[src/rtl/debug_module_cpu_oci_dtrace_packer.sv]
// Packs 10-bit OCI data-trace atoms three to a 30-bit trace RAM word and
// hands each finished or flushed word to the RAM write port.
module debug_module_cpu_oci_dtrace_packer #(
  parameter int ADDR_W  = 7,
  parameter bit WRAP_EN = 1'b1
) (
  input  logic              clk,
  input  logic              reset_n,
  input  logic              trace_enable,
  input  logic              atom_valid,
  input  logic [9:0]        atom_data,
  output logic              atom_ready,
  input  logic              flush_req,
  input  logic              test_ending,
  output logic              tw_valid,
  output logic [29:0]       tw_data,
  output logic [3:0]        tw_count,
  output logic [ADDR_W-1:0] tw_addr,
  input  logic              tw_ready,
  output logic [29:0]       dct_buffer,
  output logic [3:0]        dct_count,
  output logic              trace_wrapped,
  output logic              trace_full,
  output logic              test_has_ended,
  output logic [1:0]        dbg_state
);

  // Handshakes: an atom moves when atom_valid && atom_ready, a word moves
  // when tw_valid && tw_ready; a word is held unchanged while it waits.
  typedef enum logic [1:0] {FILL = 2'd0, EMIT = 2'd1, ENDED = 2'd2} state_t;

  state_t              r_state;
  state_t              w_state_nxt;
  logic [29:0]         r_buf;
  logic [3:0]          r_count;
  logic [ADDR_W-1:0]   r_addr;
  logic                r_wrapped;
  logic                r_full;
  logic                r_drain;

  logic                w_accept;
  logic                w_hs;
  logic                w_drain_set;
  logic [29:0]         w_buf_acc;
  logic [3:0]          w_cnt_acc;

  assign atom_ready     = (r_state == FILL) && trace_enable && !r_full && !test_ending;
  assign w_accept       = atom_valid && atom_ready;
  assign tw_valid       = (r_state == EMIT);
  assign w_hs           = tw_valid && tw_ready;
  assign tw_data        = r_buf;
  assign tw_count       = r_count;
  assign tw_addr        = r_addr;
  assign dct_buffer     = r_buf;
  assign dct_count      = r_count;
  assign trace_wrapped  = r_wrapped;
  assign trace_full     = r_full;
  assign test_has_ended = (r_state == ENDED);
  assign dbg_state      = r_state;

  // A same-cycle accept lands in the buffer before any flush decision.
  always_comb begin
    w_buf_acc = r_buf;
    w_cnt_acc = r_count;
    if (w_accept) begin
      case (r_count[1:0])
        2'd0:    w_buf_acc[9:0]   = atom_data;
        2'd1:    w_buf_acc[19:10] = atom_data;
        default: w_buf_acc[29:20] = atom_data;
      endcase
      w_cnt_acc = r_count + 4'd1;
    end
  end

  always_comb begin
    w_state_nxt = r_state;
    w_drain_set = 1'b0;
    case (r_state)
      FILL: begin
        if (test_ending) begin
          if (r_count != 4'd0) begin
            w_state_nxt = EMIT;
            w_drain_set = 1'b1;
          end else begin
            w_state_nxt = ENDED;
          end
        end else if (w_cnt_acc == 4'd3) begin
          w_state_nxt = EMIT;
        end else if (flush_req && !r_full && (w_cnt_acc != 4'd0)) begin
          w_state_nxt = EMIT;
        end
      end
      EMIT: begin
        w_drain_set = test_ending;
        if (w_hs) w_state_nxt = (r_drain || test_ending) ? ENDED : FILL;
      end
      default: w_state_nxt = ENDED;
    endcase
  end

  always_ff @(posedge clk or negedge reset_n) begin
    if (!reset_n) begin
      r_state   <= FILL;
      r_buf     <= '0;
      r_count   <= '0;
      r_addr    <= '0;
      r_wrapped <= 1'b0;
      r_full    <= 1'b0;
      r_drain   <= 1'b0;
    end else begin
      r_state <= w_state_nxt;
      r_drain <= r_drain | w_drain_set;
      if (r_state == FILL) begin
        r_buf   <= w_buf_acc;
        r_count <= w_cnt_acc;
      end else if (w_hs) begin
        r_buf   <= '0;
        r_count <= '0;
        r_addr  <= r_addr + 1'b1;
        // Last RAM slot written: the address rolls to 0 either way.
        if (&r_addr) begin
          if (WRAP_EN) r_wrapped <= 1'b1;
          else         r_full    <= 1'b1;
        end
      end
    end
  end

endmodule

[config.mk]
export PLATFORM = sky130hd
export DESIGN_NAME = debug_module_cpu_oci_dtrace_packer
export DESIGN_NICKNAME = d
export VERILOG_FILES = /design/src/rtl/debug_module_cpu_oci_dtrace_packer.sv
export SDC_FILE = /design/constraint.sdc
export NUM_CORES = 1
export LEC_CHECK = 0
export ABC_CLOCK_PERIOD_IN_PS = 2410
export BUFFER_PORTS_ARGS = -buffer_cell sky130_fd_sc_hd__buf_2
export CORE_AREA = 4 4 76 78
export DETAILED_ROUTE_END_ITERATION = 12
export DIE_AREA = 0 0 80 82
export GPL_TIMING_DRIVEN = 0
export HOLD_SLACK_MARGIN = 0.15
export PLACE_DENSITY = 0.78
export SLEW_MARGIN = 20
export SYNTH_ARGS = -nofsm -noshare
export SYNTH_HDL_FRONTEND = slang
export SYNTH_SLANG_ARGS = --single-unit
[constraint.sdc]
create_clock -name clk -period 2.41 [get_ports clk]
set_input_delay 0.241 -clock clk [delete_from_list [all_inputs] [get_ports clk]]
set_output_delay 0.241 -clock clk [all_outputs]
set_load 0.05 [all_outputs]
==> out/metrics.yaml <==
nFillCells: 437
nNetsFinal: 320
seq_area_frac_synth: 0.475
worstPathRequired_ps: 2570
ys_warn_count: 0
synth-async-reset-ratio: 1.00
final-hold-violation-count: 0
stdcell_count: 370
register_area_mm2: 0.00113
cpMostUsedCell: "nor2_1"
cp_slowest_stage_delay_ps: 620
ys_seq_elements: 45
post_drt_via_cell_ratio: 4.73
clkTransAtPathRegs_ps: 90
cts_buffer_depth: 2
syn-num-nets: 215
grt_pass1_wl_um: 8000
final_layout_size_suffix_gt1_frac: 0.543
r2r_slack_ps: 410
grt_pass1_vias: 1648
cts_buffers: 5
die_w_um: 80
core_area_mm2: 0.00507
crit_chain: "clkbuf_1, inv_1, ha_1, or4b_2, nor2_1, nor2_1, nand2_1, a41oi_1"
clk_latency_ps: 290
min_from: "flush_req"
die_h_um: 82
peakVddDrop_mv: 0.647
fp.dieArea_mm2: 0.00656
fmax_mhz: 500
drc_errors: 0
post-place-cells: 361
r2r_cells: 8
startpoint_type: "flip-flop"
crit_buf_inv: 2
start_util: 0.467
htreeDepth: 2
path_delay_family: "simple AND/OR/NAND/NOR gates"
gp_congestion: 0.832
io_buffers: 97
drtPass1Iterations: 4
post-route-min-period_ps: 2000
cts_tree: "done"
syn_inst: 194
cts.repair.resized: 0
clock-sinks: 45
r2r-start: "dct_count[0]"
cts_setup_buffers: 0
hp-class: "in2reg"
arrival_ps: 2160
ys.flop_type: "dfrtp_1"
n_antenna_cell: 0
leakagePower_uw: 0.00183
crit_path_max_fanout: 8
endpoint_kind: "flip-flop"
slew_headroom: 0.630
crit_path_top_delay_cell: "or4b_2"
finalMaxSlewViolations: 0
fp-row-count: 26
dpl.hpwl_um: 3880
finalSetupViolations: 0
synth_edf_count: 0
power.total_uw: 2310
drtIter0Drc: 44
multi_input_area_um2: 953
syn_area_mm2: 0.00237
setup_tns_ps: 0
synth_area_leaders: "dfrtp_1 47%, buf_4 11%, mux2_1 9.5%, mux2_4 6.3%, and2_1 2.6%"
worst_slew_pin_slew_ps: 555
min_period_over_period: 0.829
whs_path_depth: 3
r2r-end: "dbg_state[0]"
io-pin-count: 99
max-cap-violations: 0
p_per_area_mw_per_mm2: 748
grt.overflow.total: 0
ys_types: 42
via_count: 1749
drtAntennaViolNets: 0
wl_per_cell_um: 13.7
grt_max_degree: 46
routed_wl_um: 5070
worstSetupPathType: "reg2reg"
root_buffer: "clkbuf_8"
fin_skew_ps: 6.58
yosys.area.top_type: "dfrtp_1"
grtUsageTotal: 0.161
synthToLayoutAreaGrowth_pct: 30.1
syn_avg_cell_area_um2: 12.2
antenna_found_initial: 0
netlist.area_leader.share: 0.475
status: "completed"
rsz0062_at_grt: "no"
worstHoldEndpoint: "dbg_state[0]"
==> where the power goes <==
part           leakage, uW  internal, uW  switching [uW]
Clock            0.0000574           337             256
Sequential        0.000610           821            67.0
Combinational      0.00116           250             578
==> kinds of logic after synthesis <==
kind of cell	count (synthesis)	synth area share
AO/OA/AOI/OAI	14	0.0449
AND/OR/NAND/NOR	47	0.132
XOR/XNOR	6	0.0222
multiplexers	34	0.176
flip-flops	45	0.475
adder cells (fa/ha/maj)	4	0.0211
other	1	0.00158
buffers and inverters	43	0.127
==> cell usage in the layout (no fill, tap or decap), types with 2 or more instances in the layout <==
master and count:
dfrtp_1 45, mux2_4 10, nand2_1 5, nor2_8 2, mux2_2 2, a21oi_1 4, xnor2_1 4, nor2_1 11
xor2_1 2, clkbuf_1 2, and2_1 10, nor2_4 2, buf_4 36, and3_1 2, nand4_1 4, inv_1 5
mux2i_1 2, ha_1 4, clkbuf_8 6, mux2_1 20, buf_2 96
==> through the flow <==
step	util	instance area, um^2	hold slack (ps)	setup WS, ps
after floorplan	-	2380	-54.6	6.97
after global placement	0.582	2950	452	443
after detailed placement	0.582	2950	458	431
after CTS	0.607	3080	260	417
after global routing	0.608	3090	263	285
final	0.608	3090	268	411
==> area by class of cell <==
class                      instances  area share
clock inverter                     2      0.0122
tap                               70      0.0284
clock buffer                       6      0.0268
multi-input combinational        106       0.309
timing repair buffer              98       0.161
inverter                           5     0.00608
sequential                        45       0.365
buffer                            38      0.0912
==> Yosys cell counts, types with 2 or more instances <==
| library cell | number |
|---|---|
| a21oi_1 | 4 |
| and2_1 | 10 |
| and3_1 | 2 |
| buf_4 | 35 |
| clkbuf_1 | 2 |
| dfrtp_1 | 45 |
| ha_1 | 4 |
| inv_1 | 5 |
| mux2_1 | 20 |
| mux2_2 | 2 |
| mux2_4 | 10 |
| mux2i_1 | 2 |
| nand2_1 | 5 |
| nand4_1 | 4 |
| nor2_1 | 11 |
| nor2_4 | 2 |
| nor2_8 | 2 |
| xnor2_1 | 4 |
| xor2_1 | 2 |
==> worst reg2reg max path: stages, from the launching register on <==
cell,delay [ps]
dfrtp_1,430
clkbuf_1,200
inv_1,130
ha_1,200
or4b_2,620
nor2_1,110
nor2_1,60
nand2_1,90
a41oi_1,50
==> flip-flops by register name (all words and copies together), names as in the netlist <==
register	flops
dbg_state	2
dct_buffer	30
dct_count	4
r_drain	1
trace_wrapped	1
tw_addr	7
==> worst max-delay path by stage <==
stage / cells after the start / to / from / slack [ps]
after floorplan: 5 / dct_buffer[0] / dbg_state[1] / 7
after global placement: 8 / dbg_state[0] / dct_count[0] / 440
after detailed placement: 8 / dbg_state[0] / dct_count[0] / 430
after CTS: 8 / dbg_state[0] / dct_count[0] / 420
after global routing: 8 / dbg_state[0] / dct_count[0] / 290
final: 8 / dbg_state[0] / dct_count[0] / 410
==> timing repair <==
| item | CTS | global route |
|---|---|---|
| hold buffers | 1 | 0 |
| hold endpoints to repair | 45 | 0 |
| endpoints found under the setup margin | 0 | 0 |
==> per-layer routing <==
metal | track usage | wire length, um | vias up
met5 | 0 | 0 | -
met4 | 0.0389 | 23 | 0
met3 | 0.0493 | 384 | 4
met2 | 0.274 | 2430 | 80
met1 | 0.200 | 2230 | 822
li1 | - | - | 843
(Power assumes the default switching activity.)
